==> src/rtl/mc_ctrl_pkg.sv <==
// Shared encodings for the multicycle MIPS controller: instruction fields,
// FSM states, ALU operation codes and datapath mux selects.
package mc_ctrl_pkg;

  localparam logic [5:0] OP_RT   = 6'd0;
  localparam logic [5:0] OP_J    = 6'd2;
  localparam logic [5:0] OP_BEQ  = 6'd4;
  localparam logic [5:0] OP_BNE  = 6'd5;
  localparam logic [5:0] OP_ADDI = 6'd8;
  localparam logic [5:0] OP_LW   = 6'd35;
  localparam logic [5:0] OP_SW   = 6'd43;

  localparam logic [5:0] FN_NOP = 6'd0;
  localparam logic [5:0] FN_ADD = 6'd32;
  localparam logic [5:0] FN_SUB = 6'd34;
  localparam logic [5:0] FN_AND = 6'd36;
  localparam logic [5:0] FN_OR  = 6'd37;
  localparam logic [5:0] FN_SLT = 6'd42;

  localparam logic [2:0] ALU_ADD = 3'd0;
  localparam logic [2:0] ALU_SUB = 3'd1;
  localparam logic [2:0] ALU_AND = 3'd2;
  localparam logic [2:0] ALU_OR  = 3'd3;
  localparam logic [2:0] ALU_LT  = 3'd4;

  localparam logic [1:0] SRCB_REG    = 2'd0;
  localparam logic [1:0] SRCB_FOUR   = 2'd1;
  localparam logic [1:0] SRCB_IMM    = 2'd2;
  localparam logic [1:0] SRCB_IMM_SH = 2'd3;

  localparam logic [1:0] PC_SRC_ALU    = 2'd0;
  localparam logic [1:0] PC_SRC_ALUOUT = 2'd1;
  localparam logic [1:0] PC_SRC_JUMP   = 2'd2;

  typedef enum logic [3:0] {
    S_IDLE     = 4'd0,
    S_FETCH    = 4'd1,
    S_DECODE   = 4'd2,
    S_MEMADDR  = 4'd3,
    S_MEMREAD  = 4'd4,
    S_MEMWB    = 4'd5,
    S_MEMWRITE = 4'd6,
    S_EXEC     = 4'd7,
    S_RWB      = 4'd8,
    S_ADDIEX   = 4'd9,
    S_ADDIWB   = 4'd10,
    S_BRANCH   = 4'd11,
    S_JUMP     = 4'd12
  } state_t;

endpackage

==> src/rtl/mc_alu_decoder.sv <==
// R-type func field to ALU operation decode; valid is low for any func the
// controller does not execute (including NOP, which the top handles itself).
module mc_alu_decoder
  import mc_ctrl_pkg::*;
(
  input  logic [5:0] func,
  output logic [2:0] alu_op,
  output logic       valid
);

  always_comb begin
    alu_op = ALU_ADD;
    valid  = 1'b1;
    case (func)
      FN_ADD:  alu_op = ALU_ADD;
      FN_SUB:  alu_op = ALU_SUB;
      FN_AND:  alu_op = ALU_AND;
      FN_OR:   alu_op = ALU_OR;
      FN_SLT:  alu_op = ALU_LT;
      default: valid  = 1'b0;
    endcase
  end

endmodule

==> src/rtl/multicycle_controller.sv <==
// Sequenced control FSM for the multicycle MIPS datapath, with retired and
// illegal instruction counters. Outputs decode combinationally from the state.
module multicycle_controller
  import mc_ctrl_pkg::*;
#(
  parameter int ALU_SEL_W = 3,
  parameter int CNT_W     = 32
) (
  input  logic                 clk,
  input  logic                 rst_n,
  input  logic [5:0]           opcode,
  input  logic [5:0]           func,
  input  logic                 zero,
  input  logic                 mem_ready,
  output logic                 pc_write,
  output logic [1:0]           pc_src,
  output logic                 iord,
  output logic                 mem_read,
  output logic                 mem_write,
  output logic                 ir_write,
  output logic                 reg_write,
  output logic                 reg_dst,
  output logic                 mem_to_reg,
  output logic                 alu_src_a,
  output logic [1:0]           alu_src_b,
  output logic [ALU_SEL_W-1:0] alu_sel,
  output logic                 illegal,
  output logic [CNT_W-1:0]     retired_cnt,
  output logic [CNT_W-1:0]     illegal_cnt
);

  state_t           state_q, state_d;
  logic [CNT_W-1:0] retired_cnt_q, retired_cnt_d;
  logic [CNT_W-1:0] illegal_cnt_q, illegal_cnt_d;
  logic [2:0]       alu_op;
  logic [2:0]       r_alu_op;
  logic             r_valid;
  logic             retire;

  mc_alu_decoder u_alu_decoder (
    .func   (func),
    .alu_op (r_alu_op),
    .valid  (r_valid)
  );

  always_comb begin
    state_d    = state_q;
    pc_write   = 1'b0;
    pc_src     = PC_SRC_ALU;
    iord       = 1'b0;
    mem_read   = 1'b0;
    mem_write  = 1'b0;
    ir_write   = 1'b0;
    reg_write  = 1'b0;
    reg_dst    = 1'b0;
    mem_to_reg = 1'b0;
    alu_src_a  = 1'b0;
    alu_src_b  = SRCB_REG;
    alu_op     = ALU_ADD;
    illegal    = 1'b0;
    case (state_q)
      S_IDLE: state_d = S_FETCH;
      S_FETCH: begin
        mem_read  = 1'b1;
        alu_src_b = SRCB_FOUR;
        if (mem_ready) begin
          ir_write = 1'b1;
          pc_write = 1'b1;
          state_d  = S_DECODE;
        end
      end
      S_DECODE: begin
        alu_src_b = SRCB_IMM_SH;
        state_d   = S_FETCH;
        case (opcode)
          OP_LW, OP_SW:   state_d = S_MEMADDR;
          OP_ADDI:        state_d = S_ADDIEX;
          OP_BEQ, OP_BNE: state_d = S_BRANCH;
          OP_J:           state_d = S_JUMP;
          OP_RT: begin
            if (r_valid)            state_d = S_EXEC;
            else if (func != FN_NOP) illegal = 1'b1;
          end
          default:        illegal = 1'b1;
        endcase
      end
      S_MEMADDR: begin
        alu_src_a = 1'b1;
        alu_src_b = SRCB_IMM;
        state_d   = (opcode == OP_SW) ? S_MEMWRITE : S_MEMREAD;
      end
      S_MEMREAD: begin
        mem_read = 1'b1;
        iord     = 1'b1;
        if (mem_ready) state_d = S_MEMWB;
      end
      S_MEMWB: begin
        reg_write  = 1'b1;
        mem_to_reg = 1'b1;
        state_d    = S_FETCH;
      end
      S_MEMWRITE: begin
        mem_write = 1'b1;
        iord      = 1'b1;
        if (mem_ready) state_d = S_FETCH;
      end
      S_EXEC: begin
        alu_src_a = 1'b1;
        alu_op    = r_alu_op;
        state_d   = S_RWB;
      end
      S_RWB: begin
        reg_write = 1'b1;
        reg_dst   = 1'b1;
        state_d   = S_FETCH;
      end
      S_ADDIEX: begin
        alu_src_a = 1'b1;
        alu_src_b = SRCB_IMM;
        state_d   = S_ADDIWB;
      end
      S_ADDIWB: begin
        reg_write = 1'b1;
        state_d   = S_FETCH;
      end
      S_BRANCH: begin
        alu_src_a = 1'b1;
        alu_op    = ALU_SUB;
        pc_src    = PC_SRC_ALUOUT;
        pc_write  = (opcode == OP_BEQ) ? zero : ~zero;
        state_d   = S_FETCH;
      end
      S_JUMP: begin
        pc_src   = PC_SRC_JUMP;
        pc_write = 1'b1;
        state_d  = S_FETCH;
      end
      default: state_d = S_IDLE;
    endcase
  end

  assign alu_sel = ALU_SEL_W'(alu_op);

  // Stalls in FETCH are not transitions, and the IDLE exit is not a retirement.
  assign retire = (state_d == S_FETCH) && (state_q != S_FETCH) &&
                  (state_q != S_IDLE) && !illegal;

  always_comb begin
    retired_cnt_d = retired_cnt_q;
    illegal_cnt_d = illegal_cnt_q;
    if (retire)  retired_cnt_d = retired_cnt_q + CNT_W'(1);
    if (illegal) illegal_cnt_d = illegal_cnt_q + CNT_W'(1);
  end

  always_ff @(posedge clk or negedge rst_n) begin
    if (!rst_n) begin
      state_q       <= S_IDLE;
      retired_cnt_q <= '0;
      illegal_cnt_q <= '0;
    end else begin
      state_q       <= state_d;
      retired_cnt_q <= retired_cnt_d;
      illegal_cnt_q <= illegal_cnt_d;
    end
  end

  assign retired_cnt = retired_cnt_q;
  assign illegal_cnt = illegal_cnt_q;

endmodule

==> config.mk <==
export PLATFORM = sky130hd
export DESIGN_NAME = multicycle_controller
export DESIGN_NICKNAME = d
export VERILOG_FILES = /design/src/rtl/mc_ctrl_pkg.sv /design/src/rtl/mc_alu_decoder.sv /design/src/rtl/multicycle_controller.sv
export SDC_FILE = /design/constraint.sdc
export NUM_CORES = 1
export LEC_CHECK = 0
export CAP_MARGIN = 10
export CORE_ASPECT_RATIO = 1.25
export CORE_UTILIZATION = 49
export CTS_CLUSTER_SIZE = 40
export DETAILED_ROUTE_END_ITERATION = 10
export PLACE_DENSITY_LB_ADDON = 0.05
export SYNTH_ARGS = -nofsm -noshare
export SYNTH_HDL_FRONTEND = slang
export SYNTH_SLANG_ARGS = --single-unit
==> constraint.sdc <==
create_clock -name clk -period 2.8 [get_ports clk]
set_clock_uncertainty 0.2 [all_clocks]
set_input_delay 0.28 -clock clk [delete_from_list [all_inputs] [get_ports clk]]
set_output_delay 0.28 -clock clk [all_outputs]
set_load 0.1 [all_outputs]
==> qor.yml, run 1 <==
run_status: "completed"
wl_per_cell_um: 14.9
final_area_sq_mm: 0.00518
antenna_left: 0
start_util_pct: 51.8
rows: 34
diodes: 0
route.detailed.drc: 0
hp-class: "input port to asynchronous set/reset pin"
drive_gt1_share_pct: 33.3
vias: 3288
cts-htree-levels: 3
antenna_found_initial: 0
p_per_area_mw_per_mm2: 846
synth.avg_cell_area_sq_um: 9.97
die_width_um: 79.5
slowest_delay_ps: 590
fin_util_pct: 72.9
finalSetupViolCount: 0
dr.pass1.iters: 5
grt_overflow: 0
hpwl_um: 6380
seq_area_frac_synth_pct: 46.2
syn_nets: 387
drv_slew: 0
clk_pin_slew_ps: 70
clockBufferDepth: 2
yosys-top-cells-area: "dfrtp_1 (46%), xor2_1 (8.6%), xnor2_1 (6.9%), nor4_1 (5.3%), nand3_1 (3.5%)"
hold_viol_final: 0
yosys_warnings: 0
period_needed_ps: 2720
worst_slew_pin_slew_ps: 491
post_dp_cell_area_sq_mm: 0.00492
path_cells: "clkdlybuf4s50_1 -> or4_1 -> nor3_2 -> a311oi_4 -> buf_4 -> nor2_4 -> buf_12"
grt_pass1_wl_um: 14700
die_y_um: 98.9
tritoncts: "done"
end_kind: "primary output"
synth_top_area_share_pct: 46.2
stdcell_count: 592
drt-total-wl_um: 8840
synth_edf_count: 0
fmax_mhz: 368
grt_use_met2_pct: 37.6
grt_pass1_vias: 3061
insertion_delay_ps: 340
maxSlewHeadroom_pct: 66.8
routabilityCongestion: 0.843
grtUsageMet3_pct: 4.17
required_ps: 2320
port_buffers: 96
yosys-top-cells-count: "dfrtp_1 (68), xor2_1 (36), nand2_1 (31), nor4_1 (31), xnor2_1 (29)"
min_period_over_period_pct: 97.0
rsz0062_at_grt: "true"
power_mw: 4.38
postSynthCellCount: 369
ys.flop_type: "dfrtp_1"
async_flop_share_pct: 100
drv_cap: 0
yosys_register_bits: 68
cts_root_buf: "clkbuf_8"
vias_per_cell: 5.55
area_growth_pct: 40.7
cts.sinks: 68
cp-start-kind: "input port"
p_leak_nw: 2.41
layout.nets: 515
design.core.area_sq_mm: 0.00710
pin_count: 97
use_met1_pct: 32.1
ir_drop_mv: 0.923
crit_fanout: 7
synth.most_common_cell: "dfrtp_1"
syn_area_sq_mm: 0.00368
synth_cell_type_count: 49
die_area_sq_mm: 0.00786
grt_max_degree: 51
synth.largest_area_cell: "dfrtp_1"
crit_type: "input port to primary output"
first_iter_violations: 159
slowest_stage: "or4_1"
worstPathArrival_ps: 2240
gr-usage-all-layers_pct: 23.6
dpl.cell_count: 575
busiest_layer: "met2"
hold_slack_ps: 231
cts_buffers: 9
==> power by group <==
group	total [mW]	leakage (nW)	internal (mW)	switching, mW
Clock	0.837	0.102	0.461	0.376
Combinational	2.35	1.41	0.589	1.76
Sequential	1.19	0.903	1.08	0.110
==> timing repair <==
| item | in CTS | in global routing |
|---|---|---|
| hold buffers | 1 | 0 |
| setup endpoints to repair | 2 | 6 |
| buffers inserted | 0 | 0 |
| endpoints found under the hold margin | 18 | 0 |
| gates resized for setup | 2 | 4 |
==> path summary, 6_finish.rpt <==
kind / from / to / slack [ps] / cells after the start
hold / removal: rst_n / retired_cnt[2]$_DFFE_PN0P_ / 230 / 2
setup / recovery: opcode[2] / illegal / 80 / 7
max in group asynchronous: rst_n / illegal_cnt[9]$_DFFE_PN0P_ / 1550 / 3
hold reg to reg: retired_cnt[31]$_DFFE_PN0P_ / retired_cnt[31]$_DFFE_PN0P_ / 270 / 1
min in group clk: retired_cnt[31]$_DFFE_PN0P_ / retired_cnt[31]$_DFFE_PN0P_ / 270 / 1
setup reg to reg: state_q[3]$_DFF_PN0_ / retired_cnt[21]$_DFFE_PN0P_ / 310 / 7
==> logic make-up (layout without fill, tap and decap cells) <==
kind of cell	Yosys count	count (layout)	share of synthesized area [%]
XOR/XNOR	65	65	15.5
multiplexers	2	2	0.612
adder cells (fa/ha/maj)	2	2	0.680
AO/OA/AOI/OAI	31	31	6.66
buffers and inverters	25	158	2.62
flip-flops	68	68	46.2
AND/OR/NAND/NOR	176	176	27.7
==> through the flow <==
stage          TNS, ps  worst slack, ps
6_report             0             83.9
3_3_place_gp     -4750             -138
2_1_floorplan     -749             -423
3_5_place_dp     -5860             -177
4_1_cts              0             26.8
5_1_grt          -16.1            -16.1
==> placed cells by master, fill, tap and decap left out, types with 2 or more instances in the layout <==
cell type / count
clkbuf_8: 11
nor2b_1: 3
inv_1: 8
ha_1: 2
nor4_2: 7
or3b_2: 2
buf_4: 110
buf_12: 8
nor4b_2: 2
o22ai_2: 2
nor4_1: 27
and2_1: 5
nand3_1: 26
nor3_2: 4
nor2_1: 14
and4_1: 5
or4_1: 2
nor3_1: 6
o221ai_1: 2
and3_1: 11
nor4b_1: 3
dfrtp_1: 64
xnor2_1: 29
xor2_1: 36
nand4_1: 14
clkdlybuf4s50_1: 14
nand2_1: 31
clkinvlp_4: 2
o21ai_0: 5
a21oi_1: 7
nand2b_1: 5
dfrtp_2: 4
==> sequential cells by signal, indices dropped and copies added, names as in the netlist <==
name / count
retired_cnt: 32
state_q: 4
illegal_cnt: 32
==> metal layers <==
layer	vias up	routed length [um]
met5	-	0
met1	1591	4020
met2	91	4360
li1	1598	-
met3	8	356
met4	0	106
==> layout make-up <==
class                      instances  area, sq um
sequential                        68         1710
timing repair buffer             134         1140
fill                             535         1930
inverter                           8         30.0
clock inverter                     5         58.8
clock buffer                      11          151
multi-input combinational        276         1980
tap                               90          113
==> worst max-delay path: cells and delay by family <==
kind | cells | cell delay (ps)
compound gates | 1 | 150
simple gates | 3 | 950
buf+inv | 3 | 850
(Power assumes the default switching activity.)
==> inputs of run 2 (changes only) <==
HOLD_SLACK_MARGIN = 0.06   (was not set)
SYNTH_HIERARCHICAL = 1   (was not set)
==> run 2 against run 1 <==
Routed wire length fell by 3.1%. Via count fell by 4.3%. Largest cell class unchanged. Critical endpoint unchanged. Design area fell by 4.0%. Highest routed layer unchanged. Final cell count fell by 3.4%. Register-to-register slack got worse by 110 ps. Global-route usage fell by 0.71 points. Setup slack got worse by 21 ps.
==> qor.yml, run 2 <==
run_status: "completed"  # unchanged
start_util_pct: 51.5  # was 51.8%
synth_edf_count: 0  # unchanged
final_area_sq_mm: 0.00497  # was 0.00518 sq mm
synth_cell_type_count: 55  # was 49
synth.most_common_cell: "dfrtp_1"  # unchanged
drv_slew: 0  # unchanged
yosys-top-cells-count: "dfrtp_1 (68), xnor2_1 (49), nand2_1 (26)"  # was dfrtp_1 (68), xor2_1 (36), nand2_1 (31), nor4_1 (31), xnor2_1 (29)
insertion_delay_ps: 340  # about the same
yosys-top-cells-area: "dfrtp_1 (47%), xnor2_1 (12%), and3_1 (4.1%), nand4_1 (4.1%), xor2_1 (3.9%)"  # was dfrtp_1 (46%), xor2_1 (8.6%), xnor2_1 (6.9%), nor4_1 (5.3%), nand3_1 (3.5%)
synthSimpleGateAreaFrac_pct: 27.5  # was 27.7%
diodes: 0  # unchanged
synth-adder-area-share_pct: 0.688  # was 0.680%
yosys.area_share.xor_xnor_pct: 15.7  # was 15.5%
layout_common_cells: "buf_4 (102), dfrtp_1 (68), xnor2_1 (49)"  # was buf_4 (110), dfrtp_1 (64), xor2_1 (36)
antenna_found_initial: 0  # unchanged
clockBufferDepth: 2  # unchanged
layout_commonest_cell: "buf_4"  # unchanged
area_growth_pct: 36.6  # was 40.7%
grt_overflow: 0  # unchanged
cts-htree-levels: 3  # unchanged
synth_top_family_by_area: "simple AND/OR/NAND/NOR gates"  # unchanged
die_area_sq_mm: 0.00777  # was 0.00786 sq mm
fin_util_pct: 70.4  # was 72.9%
grt_max_degree: 69  # was 51
gr-usage-all-layers_pct: 22.9  # was 23.6%
cts_root_buf: "clkbuf_8"  # unchanged
fmax_mhz: 365  # was 368 MHz
ir_drop_mv: 0.676  # was 0.923 mV
synth_top_area_share_pct: 46.8  # was 46.2%
p_leak_nw: 2.39  # was 2.41 nW
synth-compound-area-share_pct: 4.65  # was 6.66%
min_period_over_period_pct: 97.8  # was 97.0%
synth.avg_cell_area_sq_um: 10.2  # was 9.97 sq um
design.core.area_sq_mm: 0.00706  # was 0.00710 sq mm
grt_pass1_vias: 2987  # was 3061
hp-class: "flop to flop"  # was input port to asynchronous set/reset pin
yosys_register_bits: 68  # unchanged
routabilityCongestion: 0.849  # was 0.843
layout.nets: 495  # was 515
period_needed_ps: 2740  # was 2720 ps
tritoncts: "done"  # unchanged
drv_cap: 0  # unchanged
async_flop_share_pct: 100  # unchanged
cts.sinks: 68  # unchanged
rows: 34  # unchanged
cp-start-kind: "input port"  # unchanged
rsz0062_at_grt: "false"  # was true
muxShareOfSynthArea_pct: 1.20  # was 0.612%
p_per_area_mw_per_mm2: 790  # was 846 mW/mm^2
synth.largest_area_cell: "dfrtp_1"  # unchanged
ys.flop_type: "dfrtp_1"  # unchanged
seq_area_frac_synth_pct: 46.8  # was 46.2%
maxSlewHeadroom_pct: 42.6  # was 66.8%
crit_fanout: 9  # was 7
port_buffers: 96  # unchanged
die_width_um: 79.0  # was 79.5 um
grt_pass1_wl_um: 14200  # was 14700 um
hpwl_um: 6190  # was 6380 um
route.detailed.drc: 0  # unchanged
end_kind: "primary output"  # unchanged
drt-total-wl_um: 8570  # was 8840 um
worstPathArrival_ps: 2260  # was 2240 ps
yosys_warnings: 6  # was 0
cts_buffers: 9  # unchanged
syn_nets: 374  # was 387
worst_slew_pin_slew_ps: 861  # was 491 ps
antenna_left: 0  # unchanged
vias_per_cell: 5.50  # was 5.55
first_iter_violations: 196  # was 159
clk_pin_slew_ps: 70  # about the same
required_ps: 2320  # about the same
syn_area_sq_mm: 0.00364  # was 0.00368 sq mm
post_dp_cell_area_sq_mm: 0.00470  # was 0.00492 sq mm
die_y_um: 98.3  # was 98.9 um
postSynthCellCount: 356  # was 369
dr.pass1.iters: 6  # was 5
pin_count: 97  # unchanged
finalSetupViolCount: 0  # unchanged
vias: 3146  # was 3288
hold_viol_final: 0  # unchanged
drive_gt1_share_pct: 30.3  # was 33.3%
crit_type: "input port to primary output"  # unchanged
wl_per_cell_um: 15.0  # was 14.9 um
[run 2: cell types whose count changed in the layout (fill, tap and decap cells not counted), moves of 6 or more]
| cell | previous run | this run |
|---|---|---|
| buf_4 | 110 | 102 |
| nand4_1 | 14 | 24 |
| xnor2_1 | 29 | 49 |
| nor4_1 | 27 | 8 |
| and3_1 | 11 | 24 |
| nor2_1 | 14 | 22 |
| xor2_1 | 36 | 16 |
| nand2_1 | 31 | 25 |
| nand3_1 | 26 | 20 |
| a21oi_1 | 7 | 1 |
[run 2: area by class of cell]
cell class                 count  area (sq um)
clock buffer                   9           124
multi-input combinational    266          1860
timing repair buffer         124          1040
inverter                       8          30.0
sequential                    68          1700
tap                           90           113
fill                         555          2090
clock inverter                 7          98.8
[run 2: worst max-delay path, stage by stage]
cell and delay (ps):
clkdlybuf4s50_1 430, or4_1 520, o311a_1 330, o31a_1 320, buf_4 190, buf_12 170
[run 2: cell families after synthesis]
group	count (synthesis)
AOI/OAI and AO/OA	22
xor gates and xnor gates	65
adders and majority gates	2
buffers and inverters	22
DFF	68
muxes	4
and+or+nand+nor	173
[run 2: repair_timing]
item | 4_1_cts | 5_1_grt
hold endpoints to repair | 68 | 0
setup endpoints to repair | 0 | 8
gates resized for setup | 0 | 7
hold buffers | 1 | 0
buffers inserted | 0 | 0
[run 2: metrics by stage]
step / power [mW] / instances / setup slack, ps / setup TNS [ps] / hold slack, ps
floorplan: 2.58 / 356 / 18.1 / 0 / -216
global placement: 3.01 / 555 / -184 / -5640 / 260
detailed placement: 3.02 / 555 / -209 / -7430 / 274
CTS: 3.92 / 572 / 41.7 / 0 / 288
global route: 4.08 / 572 / 7.23 / 0 / 303
finish: 3.92 / 572 / 62.4 / 0 / 279
[run 2: routing by layer]
metal  vias up  GRT usage (%)  wire (um)
met3        12           3.46        342
met5         -              0          0
met4         0           7.97        122
met1      1530           30.3       3810
li1       1516              -          -
met2        88           37.9       4300
[run 2: worst paths after layout]
path                                             start                           to  slack [ps]  cells after the start
hold reg to reg            retired_cnt[31]$_DFFE_PN0P_  retired_cnt[31]$_DFFE_PN0P_         280                      1
max in group asynchronous                        rst_n   illegal_cnt[9]$_DFFE_PN0P_        1370                      3
hold / removal             retired_cnt[31]$_DFFE_PN0P_  retired_cnt[31]$_DFFE_PN0P_         280                      1
setup / recovery                               func[1]                      illegal          60                      6
min in group asynchronous                        rst_n  retired_cnt[31]$_DFFE_PN0P_         470                      3
setup reg to reg                  state_q[3]$_DFF_PN0_  retired_cnt[22]$_DFFE_PN0P_         200                      7
[run 2: where the power goes]
| group | internal, mW | leakage, nW | switching, mW | total, mW |
|---|---|---|---|---|
| Clock | 0.507 | 0.110 | 0.395 | 0.902 |
| Combinational | 0.501 | 1.36 | 1.34 | 1.84 |
| Sequential | 1.06 | 0.917 | 0.123 | 1.18 |
==> inputs of run 3 (changes only) <==
PLACE_DENSITY = 0.88   (was not set)
PLACE_DENSITY_LB_ADDON = not set   (was 0.05)
==> run 3 against run 2 <==
Setup slack worse by 20 ps. Sequential power hardly changed. Clock power is 6.9% lower. Hold slack better by 2.3 ps. First-iteration DRC count is 20% lower. Final cell count is 0.87% lower. Die area stayed put. Critical endpoint unchanged. Power is 1.8% lower.
==> qor.yml, run 3 (synthesis results as in run 2) <==
cts_root_buf: "clkbuf_8"  # unchanged
reg2reg_depth: 7  # unchanged
grt_max_degree: 43  # was 69
clockBufferDepth: 2  # unchanged
cts.sinks: 68  # unchanged
rrSetupSlack_ps: 160  # was 200 ps
rows: 34  # unchanged
num-fill-cells: 538  # was 555
pin_count: 97  # unchanged
vias: 3161  # was 3146
ir_drop_mv: 1.03  # was 0.676 mV
met3_length_um: 517  # was 342 um
layout_common_cells: "buf_4 (95), dfrtp_1 (67), xnor2_1 (49)"  # was buf_4 (102), dfrtp_1 (68), xnor2_1 (49)
insertion_delay_ps: 340  # about the same
drv_cap: 0  # unchanged
clk_pin_slew_ps: 80  # was 70 ps
finalSetupViolCount: 0  # unchanged
required_ps: 2320  # about the same
die_area_sq_mm: 0.00777  # unchanged
period_needed_ps: 2760  # was 2740 ps
grt_pass1_wl_um: 14400  # was 14200 um
dr_wl_met2_um: 4500  # was 4300 um
final_area_sq_mm: 0.00495  # was 0.00497 sq mm
fmax_mhz: 363  # was 365 MHz
path_cells: "clkdlybuf4s50_1 -> or4_4 -> o311a_1 -> o31a_1 -> buf_4 -> buf_12 -> buf_12"  # was clkdlybuf4s50_1 -> or4_1 -> o311a_1 -> o31a_1 -> buf_4 -> buf_12
hpwl_um: 6240  # was 6190 um
r2r-end: "retired_cnt[1]$_DFFE_PN0P_"  # was retired_cnt[22]$_DFFE_PN0P_
route.detailed.drc: 0  # unchanged
diodes: 0  # unchanged
crit_type: "input port to primary output"  # unchanged
maxSlewHeadroom_pct: 58.7  # was 42.6%
slowest_delay_ps: 510  # was 520 ps
vias_per_cell: 5.57  # was 5.50
dr.pass1.iters: 4  # was 6
worstPathArrival_ps: 2280  # was 2260 ps
run_status: "completed"  # unchanged
tritoncts: "done"  # unchanged
cts_setup_buffers: 0  # unchanged
p_per_area_mw_per_mm2: 778  # was 790 mW/mm^2
cp-start-kind: "input port"  # unchanged
hold_viol_final: 0  # unchanged
cp_common_cell: "buf_12"
post_dp_cell_area_sq_mm: 0.00469  # was 0.00470 sq mm
die_width_um: 79.0  # unchanged
p_leak_nw: 2.38  # was 2.39 nW
cts-htree-levels: 3  # unchanged
slowest_stage: "or4_4"  # was or4_1
routabilityCongestion: 0.849  # unchanged
port_buffers: 96  # unchanged
antenna_left: 0  # unchanged
hp-class: "input port to asynchronous set/reset pin"  # was flop to flop
regToRegStartpoint: "state_q[1]$_DFF_PN0_"  # was state_q[3]$_DFF_PN0_
area_growth_pct: 36.2  # was 36.6%
drive_gt1_share_pct: 29.8  # was 30.3%
worst_slew_pin_slew_ps: 620  # was 861 ps
layout_commonest_cell: "buf_4"  # unchanged
gr-usage-all-layers_pct: 23.5  # was 22.9%
grt_pass1_vias: 3065  # was 2987
layout.nets: 490  # was 495
min_period_over_period_pct: 98.5  # was 97.8%
cts_buffers: 9  # unchanged
dr.max_layer_used: "met4"  # unchanged
die_y_um: 98.3  # unchanged
stdcell_count: 567  # was 572
drt-total-wl_um: 8520  # was 8570 um
dpl.cell_count: 550  # was 555
wl_per_cell_um: 15.0  # about the same
start_util_pct: 51.5  # unchanged
drv_slew: 0  # unchanged
crit_fanout: 9  # unchanged
rsz0062_at_grt: "false"  # unchanged
grt_overflow: 0  # unchanged
setup_tns_ps: 0  # unchanged
first_iter_violations: 157  # was 196
antenna_found_initial: 0  # unchanged
design.core.area_sq_mm: 0.00706  # unchanged
end_kind: "primary output"  # unchanged
m1WireLength_um: 3400  # was 3810 um
[run 3: worst max path at each step]
stage	slack, ps	endpoint	start
finish	40	illegal	func[0]
CTS	20	illegal	func[1]
global route	9	illegal	func[0]
detailed placement	-190	retired_cnt[16]$_DFFE_PN0P_	func[1]
floorplan	20	illegal_cnt[31]$_DFFE_PN0P_	illegal_cnt[4]$_DFFE_PN0P_
global placement	-170	retired_cnt[16]$_DFFE_PN0P_	func[1]
[run 3: per-stage QoR]
step	utilization (%)	power (mW)	hold slack, ps	setup slack, ps
2_1_floorplan	-	2.58	-216	18.1
3_3_place_gp	66.4	2.96	129	-173
3_5_place_dp	66.4	3.00	132	-190
4_1_cts	69.5	3.84	292	24.5
5_1_grt	70.1	4.02	311	8.88
6_report	70.1	3.85	282	42.2
[run 3: critical path: cells and delay by family]
kind / cells / cell delay, ps
and+or+nand+nor: 1 / 510
AOI/OAI and AO/OA: 2 / 610
buffers and inverters: 4 / 870
[run 3: area by class of cell]
class,instances,area [sq um],area share (%)
clock buffers,11,151,3.06
multi-input cells,266,1860,37.6
repair buffers,119,1040,20.9
well taps,90,113,2.27
inverters,8,30.0,0.606
clock inverters,5,58.8,1.19
flip-flops and latches,68,1700,34.4
[run 3: layer usage]
layer / up-vias / global-route usage (%)
met4: 0 / 7.27
met5: - / 0
li1: 1504 / -
met2: 100 / 39.1
met3: 11 / 6.26
met1: 1546 / 29.6
[run 3: repair_timing]
item	in CTS	in global routing
endpoints found under the setup margin	0	19
hold endpoints to repair	26	0
hold buffers	1	0
gates resized for setup	0	11
[run 3: where the power goes]
part	internal [mW]	total, mW	leakage, nW	switching [mW]
combinational	0.487	1.81	1.36	1.32
sequential	1.06	1.20	0.916	0.140
clock	0.461	0.840	0.102	0.379
total	2.01	3.85	2.38	1.84
